[src/rtl/spi_adc_scanner_if.sv]
// rtl/spi_adc_scanner_if.sv - control, result and ADC pin bundle of the SPI ADC scanner
interface spi_adc_scanner_if #(
  parameter int N_CH       = 1,
  parameter int CH_W       = 1,
  parameter int DATA_WIDTH = 8
);
  logic                  start;
  logic                  continuous;
  logic                  ready;
  logic                  busy;
  logic                  data_valid;
  logic [DATA_WIDTH-1:0] data;
  logic [CH_W-1:0]       data_ch;
  logic [N_CH-1:0]       adc_cs_n;
  logic                  adc_sck;
  logic                  adc_sdo;

  // Scanner side: drives results and the SPI pins.
  modport master (
    input  start, continuous, adc_sdo,
    output ready, busy, data_valid, data, data_ch, adc_cs_n, adc_sck
  );

  // Application / board side.
  modport slave (
    output start, continuous, adc_sdo,
    input  ready, busy, data_valid, data, data_ch, adc_cs_n, adc_sck
  );
endinterface

[src/rtl/spi_adc_scanner.sv]
// rtl/spi_adc_scanner.sv - read-only CPOL=1 SPI master scanning N serial ADCs
module spi_adc_scanner #(
  parameter int CLK_DIV    = 25,
  parameter int FRAME_BITS = 16,
  parameter int DATA_LSB   = 4,
  parameter int DATA_WIDTH = 8,
  parameter int N_CH       = 1,
  parameter int CH_W       = 1,
  parameter int CS_GAP     = 4,
  parameter int PERIOD     = 50000
) (
  input  logic              clk,
  input  logic              reset,
  spi_adc_scanner_if.master bus
);
  localparam int CNT_MAX = (CLK_DIV > CS_GAP) ? CLK_DIV : CS_GAP;
  localparam int DIV_W   = $clog2(CNT_MAX + 1);
  localparam int BIT_W   = $clog2(FRAME_BITS + 1);
  localparam int PER_W   = $clog2(PERIOD + 1);
  // Only the bits up to the top of the data field are kept; earlier bits fall off the top.
  localparam int SR_W    = DATA_LSB + DATA_WIDTH;

  localparam logic [DIV_W-1:0] DIV_LAST = DIV_W'(CLK_DIV - 1);
  localparam logic [DIV_W-1:0] GAP_LAST = DIV_W'(CS_GAP - 1);
  localparam logic [BIT_W-1:0] BITS_ALL = BIT_W'(FRAME_BITS);
  localparam logic [PER_W-1:0] PER_LAST = PER_W'(PERIOD - 1);
  localparam logic [PER_W-1:0] PER_SAT  = PER_W'(PERIOD);
  localparam logic [CH_W-1:0]  CH_LAST  = CH_W'(N_CH - 1);
  localparam logic [N_CH-1:0]  CS_IDLE  = '1;

  typedef enum logic [2:0] {S_IDLE, S_SETUP, S_SHIFT, S_GAP, S_WAIT} state_t;

  state_t                state;
  logic [DIV_W-1:0]      div_cnt;
  logic [BIT_W-1:0]      bit_cnt;
  logic [PER_W-1:0]      per_cnt;
  logic [CH_W-1:0]       ch;
  logic [SR_W-1:0]       shreg;
  logic [N_CH-1:0]       cs_n;
  logic                  sck;
  logic                  ready_q;
  logic                  dvalid;
  logic [DATA_WIDTH-1:0] data_q;
  logic [CH_W-1:0]       data_ch_q;

  function automatic logic [N_CH-1:0] cs_sel(input logic [CH_W-1:0] c);
    cs_sel = ~(N_CH'(1) << c);
  endfunction

  // Scan sequencer: chip select, SCK generation, shifting, result strobe and scan period.
  always_ff @(posedge clk or posedge reset) begin
    if (reset) begin
      state     <= S_IDLE;
      div_cnt   <= '0;
      bit_cnt   <= '0;
      per_cnt   <= '0;
      ch        <= '0;
      shreg     <= '0;
      cs_n      <= CS_IDLE;
      sck       <= 1'b1;
      ready_q   <= 1'b1;
      dvalid    <= 1'b0;
      data_q    <= '0;
      data_ch_q <= '0;
    end else begin
      dvalid <= 1'b0;
      // Saturate so a long WAIT never wraps and restarts late.
      if (per_cnt != PER_SAT) per_cnt <= per_cnt + 1'b1;
      case (state)
        S_IDLE: begin
          if (bus.start || bus.continuous) begin
            ch      <= '0;
            per_cnt <= '0;
            div_cnt <= '0;
            cs_n    <= cs_sel('0);
            ready_q <= 1'b0;
            state   <= S_SETUP;
          end
        end
        S_SETUP: begin
          if (div_cnt == DIV_LAST) begin
            div_cnt <= '0;
            sck     <= 1'b0;
            state   <= S_SHIFT;
          end else begin
            div_cnt <= div_cnt + 1'b1;
          end
        end
        S_SHIFT: begin
          if (div_cnt == DIV_LAST) begin
            div_cnt <= '0;
            if (bit_cnt == BITS_ALL) begin
              // SCK has been high for a full half-period after the last rise.
              cs_n      <= CS_IDLE;
              data_q    <= shreg[DATA_LSB +: DATA_WIDTH];
              data_ch_q <= ch;
              dvalid    <= 1'b1;
              bit_cnt   <= '0;
              state     <= S_GAP;
            end else if (!sck) begin
              sck     <= 1'b1;
              shreg   <= (shreg << 1) | SR_W'(bus.adc_sdo);
              bit_cnt <= bit_cnt + 1'b1;
            end else begin
              sck <= 1'b0;
            end
          end else begin
            div_cnt <= div_cnt + 1'b1;
          end
        end
        S_GAP: begin
          if (div_cnt == GAP_LAST) begin
            div_cnt <= '0;
            if (ch != CH_LAST) begin
              ch    <= ch + 1'b1;
              cs_n  <= cs_sel(ch + 1'b1);
              state <= S_SETUP;
            end else if (bus.continuous) begin
              state <= S_WAIT;
            end else begin
              ready_q <= 1'b1;
              state   <= S_IDLE;
            end
          end else begin
            div_cnt <= div_cnt + 1'b1;
          end
        end
        S_WAIT: begin
          if (!bus.continuous) begin
            ready_q <= 1'b1;
            state   <= S_IDLE;
          end else if (per_cnt >= PER_LAST) begin
            ch      <= '0;
            per_cnt <= '0;
            cs_n    <= cs_sel('0);
            state   <= S_SETUP;
          end
        end
        default: state <= S_IDLE;
      endcase
    end
  end

  assign bus.ready      = ready_q;
  assign bus.busy       = ~ready_q;
  assign bus.data_valid = dvalid;
  assign bus.data       = data_q;
  assign bus.data_ch    = data_ch_q;
  assign bus.adc_cs_n   = cs_n;
  assign bus.adc_sck    = sck;
endmodule
[src/flat_wrapper.sv]
// flat-port wrapper written by rule: the top's interface ports become plain ports
module spi_adc_scanner_flat 
#(
  parameter int CLK_DIV    = 25,
  parameter int FRAME_BITS = 16,
  parameter int DATA_LSB   = 4,
  parameter int DATA_WIDTH = 8,
  parameter int N_CH       = 1,
  parameter int CH_W       = 1,
  parameter int CS_GAP     = 4,
  parameter int PERIOD     = 50000
)
  (clk, reset, bus_start, bus_continuous, bus_adc_sdo, bus_ready, bus_busy, bus_data_valid, bus_data, bus_data_ch, bus_adc_cs_n, bus_adc_sck);
  spi_adc_scanner_if #(.N_CH(N_CH), .CH_W(CH_W), .DATA_WIDTH(DATA_WIDTH)) bus_i ();
  input  logic clk;
  input  logic reset;
  input wire logic [$bits(bus_i.start)-1:0] bus_start;
  input wire logic [$bits(bus_i.continuous)-1:0] bus_continuous;
  input wire logic [$bits(bus_i.adc_sdo)-1:0] bus_adc_sdo;
  output wire logic [$bits(bus_i.ready)-1:0] bus_ready;
  output wire logic [$bits(bus_i.busy)-1:0] bus_busy;
  output wire logic [$bits(bus_i.data_valid)-1:0] bus_data_valid;
  output wire logic [$bits(bus_i.data)-1:0] bus_data;
  output wire logic [$bits(bus_i.data_ch)-1:0] bus_data_ch;
  output wire logic [$bits(bus_i.adc_cs_n)-1:0] bus_adc_cs_n;
  output wire logic [$bits(bus_i.adc_sck)-1:0] bus_adc_sck;
  assign bus_i.start = bus_start;
  assign bus_i.continuous = bus_continuous;
  assign bus_i.adc_sdo = bus_adc_sdo;
  assign bus_ready = bus_i.ready;
  assign bus_busy = bus_i.busy;
  assign bus_data_valid = bus_i.data_valid;
  assign bus_data = bus_i.data;
  assign bus_data_ch = bus_i.data_ch;
  assign bus_adc_cs_n = bus_i.adc_cs_n;
  assign bus_adc_sck = bus_i.adc_sck;
  spi_adc_scanner #(.CLK_DIV(CLK_DIV), .FRAME_BITS(FRAME_BITS), .DATA_LSB(DATA_LSB), .DATA_WIDTH(DATA_WIDTH), .N_CH(N_CH), .CH_W(CH_W), .CS_GAP(CS_GAP), .PERIOD(PERIOD)) u_core (.clk(clk), .reset(reset), .bus(bus_i));
endmodule
[config.mk]
export PLATFORM = sky130hd
export DESIGN_NAME = spi_adc_scanner_flat
export DESIGN_NICKNAME = d
export VERILOG_FILES = /design/src/rtl/spi_adc_scanner_if.sv /design/src/rtl/spi_adc_scanner.sv /design/src/flat_wrapper.sv
export SDC_FILE = /design/constraint.sdc
export NUM_CORES = 1
export LEC_CHECK = 0
export CAP_MARGIN = 5
export CORE_MARGIN = 2
export CORE_UTILIZATION = 58
export CTS_CLUSTER_DIAMETER = 120
export DETAILED_ROUTE_END_ITERATION = 16
export HOLD_SLACK_MARGIN = 0.05
export MAX_ROUTING_LAYER = met4
export PLACE_DENSITY_LB_ADDON = 0.05
export SYNTH_ARGS = -nofsm -noshare
export SYNTH_HDL_FRONTEND = slang
export SYNTH_SLANG_ARGS = --single-unit
[constraint.sdc]
create_clock -name clk -period 2.17 [get_ports clk]
set_input_delay 0.5425 -clock clk [delete_from_list [all_inputs] [get_ports clk]]
set_output_delay 0.5425 -clock clk [all_outputs]
set_load 0.01 [all_outputs]
**Word-level counts from Yosys, hierarchy flattened**

Index checks and enable logic that the tools add are counted.

- Flip-flop bits (word level): 55
- Bits of input ports: 5
- Output and inout port bits: 14
- Word-level logic and storage cells: 103

- Add/subtract/negate cells: 4
- $lt $le $gt $ge: 1
- Eq/ne operators: 20
- Shifts and indexed selects: 1
- Mux-type cells: 44
- Bitwise logic cells: 5
- Reduce and logical (&&, ||, !) cells: 16

Operator list:

| cell | number |
|---|---|
| $mux 16 | 4 |
| $pmux 16 s2 | 1 |
| $mux 3 | 9 |
| $mux 5 | 5 |
| $mux 1 | 19 |
| $add 16x1->16 const B | 1 |
| $ge 16x16->1 const B | 1 |
| $ne 16x16->1 const B | 1 |
| $pmux 3 s5 | 1 |
| $pmux 5 s3 | 1 |
| $ne 2x1->1 const B | 7 |
| $or 12x1->12 | 1 |
| $reduce_and 4->1 | 3 |
| $add 5x1->5 const B | 2 |
| $eq 5x5->1 const B | 2 |
| $ne 2x2->1 const B | 4 |
| $reduce_and 8->1 | 1 |
| $eq 3x2->1 const B | 2 |
| $pmux 1 s3 | 2 |
| $reduce_and 3->1 | 2 |
| $reduce_and 6->1 | 1 |
| $reduce_bool 3->1 | 2 |
| $eq 5x2->1 const B | 1 |
| $reduce_and 5->1 | 1 |
| other kinds (14) | 17 |

**Depth between registers and ports, before layout**

- Depth after elaboration: 6
- Gate-level depth with buffers: 9
- Gate-level depth less buffers: 8

**Least setup slack after synthesis**

OpenSTA, ideal clock, no wires.

- Kind: reg-to-reg
- Start: reg u_core.div_cnt[0]
- End: reg u_core.shreg[0]
- Setup time: 0.125 ns
- Arrival time: 1.824 ns
- Required time: 2.045 ns
- Slack: 0.221 ns
- Cell stages (with the launch flop): 8
- Path buffers: 1
- Clock period less this slack: 1.949 ns
- Cell sequence: dfrtp_1 inv_1 ha_1 nand4b_1 nor3_2 and2_1 buf_4 mux2_2

- Longest elaborated chain between the ends: 2

RTL lines:

| element | RTL line | source |
|---|---|---|
| start, declared | spi_adc_scanner.sv:34 | `logic [DIV_W-1:0] div_cnt;` |
| start signal, assigned | spi_adc_scanner.sv:86 | `div_cnt <= div_cnt + 1'b1;` |
| start signal, assigned | spi_adc_scanner.sv:108 | `div_cnt <= div_cnt + 1'b1;` |
| start signal, assigned | spi_adc_scanner.sv:125 | `div_cnt <= div_cnt + 1'b1;` |
| $eq 5x5->1 | spi_adc_scanner.sv:90 | `if (div_cnt == DIV_LAST) begin` |
| $reduce_and 4->1 (no line) | -- |  |
| end signal, assigned | spi_adc_scanner.sv:102 | `shreg <= (shreg << 1) \| SR_W'(bus.adc_sdo);` |
| end, declared | spi_adc_scanner.sv:38 | `logic [SR_W-1:0] shreg;` |

No other way between the ends.
A chain may end at the register's enable or synchronous reset.

**Worst setup path after layout**

- Start: reg u_core.sck, in the netlist u_core.bus.adc_sck
- End: out bus_adc_sck

RTL lines:

| element | RTL line | source |
|---|---|---|
| start, declared | spi_adc_scanner.sv:40 | `logic sck;` |
| start signal, assigned | spi_adc_scanner.sv:60 | `sck <= 1'b1;` |
| start signal, assigned | spi_adc_scanner.sv:83 | `sck <= 1'b0;` |
| start signal, assigned | spi_adc_scanner.sv:101 | `sck <= 1'b1;` |
| end, declared | flat_wrapper.sv:26 | `output wire logic [$bits(bus_i.adc_sck)-1:0] bus_adc_sck;` |

No word-level cell between the ends.

==> summary.md <==
| Metric | Value |
|---|---|
| Outcome | completed |
| Remaining global-route overflow | 0 |
| Most common cell after layout, fill and taps aside | dfrtp_1 |
| # rows | 24 |
| Mapped cell area | 2560 um^2 |
| Hold Startpoint | u_core.shreg[11] |
| WS Path Type | flip-flop to output port |
| Die ar. | 4961 um^2 |
| Slew HR | between 60% and 70% |
| Setup TNS | 0 ns |
| Fin util | 69.06% |
| Sequential power share | 58.4% |
| Worst Skew | about 0.0046 ns |
| Max Cap Viol | 0 |
| RSZ-0062 raised after global routing | false |
| Synth Area per Inst | 10.24 um^2 |
| Layout cell share with drive strength beyond 1 | 16.85% |
| Maximum VDD drop | 0.4572 mV |
| Syn_nets | 261 |
| Synth Instances | 250 |
| CTS tree | yes |
| Clk slew on worst S/H paths | 0.10 ns |
| # setup viols final | 0 |
| Largest net degree at the start of global routing | 20 |
| Count of cell types in the netlist | 50 |
| Max-slew violation count | 0 |
| PostCTS Resize Cnt | 0 |
| Routed WL per cell | 12.74 um |
| Sequential fraction of the synthesis area | between 50% and 60% |
| Synth warn | 0 |
| CP Capture Type | output port |
| Flops & latches, synth | 53 |
| Root Driver | clkbuf_8 |
| Peak Freq | ~500 MHz |
| Leakage power figure | between 1 and 1.5 nW |
| Clk buf depth | 2 |
| First-pass GRT wire length | 8100 um |
| Number of global-route vias before repair | 1,890 |
| Clock sinks | 53 |
| Mux cell area share after synthesis | 6.061% |
| Top delay family on crit path | flip-flops |
| Synth Flop Type | dfrtp_1 |
| Area of the multi-input gates | 1130 um^2 |
| Port Buffer Count | 17 |
| Post-synth EDFFs | 0 |
| Switching pwr | between 0.5 and 0.6 mW |
| Final Total Pwr | 2.023 mW |
| Sequential Area | 1330 um^2 |
| Final Hold Viols | 0 |
| Adder-Cell Fraction of Synth Area | 2.933% |
| Clock power frac | 29.1% |
| Gr usage total | 21.08% |
| Worst EP required | 1.63 ns |
| Simple-gate portion of the synthesized area | between 20% and 30% |
| Final wirelength | between 4000 and 5000 um |
| CP startpoint | u_core.bus.adc_sck |
| CP Max Fanout | 5 |
| Hold_buf cts | 0 |
| Final GP Congestion | 0.8202 |
| Number of fill cells | 355 |
| Crit-path cells | clkdlybuf4s50_1 |
| Worst skew pair latency | 0.31 ns |
| Drt first pass iters | 4 |
| Hpwl dp | 3101 um |
| Worst slew pin tran | 0.5919 ns |
| Num CTS Buffers | 5 |
| Via density | 5.393 |
| Antenna Violating Nets Remaining | 0 |
| Buffers and inverters on the worst path | 1 |
| Switching part of the total power | between 20 and 30% |
| Async S/R FF share, synth | 100.0% |
| Power per cell area | 682.2 nW/um^2 |
| Worst setup SP type | flip-flop |
| DRT iter0 DRCs | 70 |
| # H-tree levels | 2 |
| Die Wd | 70.44 um |
| Combinational fraction of design power | 12.5% |
| Synth Area in XOR/XNOR | ~5.8% |
| Slowest cell on crit path | dfstp_2 |
| Antenna violations before repair | 0 |
| I/O pin count | 19 |
| DRC | 0 |
| Final Cycle Share | between 90% and 100% |
| CORE AREA | 4294 um^2 |
| Fin crit period | between 1.5 and 2 ns |
| Die height | around 70 um |
| Via count | 1,785 |
| CP peak stage delay | a little under 0.6 ns |
| Post-CTS setup repair buffer count | 0 |
| Nets@finish | 289 |
| Initial Utilization | between 50 and 60% |
| Commonest non-fill, non-tap cells in the layout | dfrtp_1 (50), nand2_1 (39), nor2_1 (27), clkdlybuf4s50_1 (17) |
| Int Pwr | approximately 1.5 mW |
| Ant diodes | 0 |
| R2r startpoint | u_core.per_cnt[0] |
| Compound-Gate Fraction of Synth Area | 7.527% |
| Worst Hold Class | flip-flop to flip-flop |
| P&R area growth vs syn | 15.84% |
| CP arrival | between 1 and 1.5 ns |
| Largest family of logic cells by synthesized area | simple AND/OR/NAND/NOR gates |
[layout make-up]
class	count	share of cell area, %
Sequential cell	53	44.85
Multi-Input combinational cell	175	38.10
Timing Repair Buffer	30	9.873
Clock buffer	6	2.785
Tap cell	52	2.194
Inverter	13	1.646
Clock inverter	2	0.5485
[metal layers]
layer / vias to the layer above / GRT usage (%) / wire length (um)
met5: - / - / 0
met1: 860 / 26.25 / 2005
met3: 7 / 4.329 / 102
met2: 13 / 34.49 / 2050
met4: 0 / 7.051 / 59
li1: 905 / - / -
[power groups by stage]
stage | Sequential, mW | Clock (mW) | Combinational, mW
floorplan | 1.16 | 0 | 0.214
global placement | 1.20 | 0 | 0.246
detailed placement | 1.20 | 0 | 0.255
CTS | 1.18 | 0.612 | 0.257
global route | 1.20 | 0.644 | 0.294
finish | 1.18 | 0.588 | 0.252
[logic make-up after synthesis]
| group | count (synthesis) |
|---|---|
| multiplexers | 14 |
| flip-flops | 53 |
| other | 1 |
| AO/OA/AOI/OAI | 26 |
| adder cells (fa/ha/maj) | 6 |
| AND/OR/NAND/NOR | 111 |
| XOR/XNOR | 17 |
| buffers and inverters | 22 |
[metrics by stage]
stage                     cell area (um^2)  instances  setup slack (ns)  hold WS (ns)
after global routing                  2965        331            0.1304        0.5002
after floorplan                       2560        250            0.2207        0.4332
final                                 2965        331            0.1869        0.4707
after detailed placement              2867        323            0.2735        0.4520
after global placement                2867        323            0.2959        0.4437
after CTS                             2965        331            0.1684        0.4753
[Yosys cell counts (all sizes together) (2+ instances only)]
master / number / share of area (%)
nand4: 5 / 1.2
xor2: 12 / 4.1
or2: 2 / 0.49
inv: 13 / 1.9
ha: 6 / 2.9
xnor2: 5 / 1.7
a21oi: 6 / 1.3
nand2: 39 / 5.7
o31ai: 2 / 0.59
nor3b: 2 / 0.59
nand2b: 2 / 0.49
nand3: 9 / 1.8
nor3: 5 / 1.2
nor4b: 3 / 1.0
dfstp: 3 / 3.1
a32oi: 2 / 0.68
nor2: 27 / 4.0
mux2i: 2 / 0.78
clkbuf: 4 / 0.59
and3: 3 / 0.78
nand4b: 2 / 0.68
and4: 2 / 0.68
dfrtp: 50 / 49
mux2: 12 / 5.3
o21ai: 8 / 1.6
or3b: 2 / 0.68
buf: 5 / 1.4
and2: 2 / 0.49
[final timing paths]
kind | slack, ns | end | depth (start not counted)
setup / recovery | 0.19 | bus_adc_sck | 1
hold / removal | 0.47 | u_core.bus.data[7] | 2
setup reg to reg | 0.27 | u_core.bus.adc_cs_n | 6
hold reg to reg | 0.47 | u_core.bus.data[7] | 2
max in group asynchronous | 1.11 | u_core.bus.adc_sck | 3
min in group asynchronous | 0.54 | u_core.shreg[6] | 2
[sequential cells by signal, summed over array words and instances (netlist names)]
register and count:
u_core.bus.adc_cs_n 1, u_core.per_cnt 16, u_core.div_cnt 5, u_core.bus.data_valid 1
u_core.bus.adc_sck 1, u_core.shreg 12, u_core.bus.ready 1, u_core.bus.data 8
u_core.bit_cnt 5, u_core.state 3
Power figures use the tool's default switching activity.
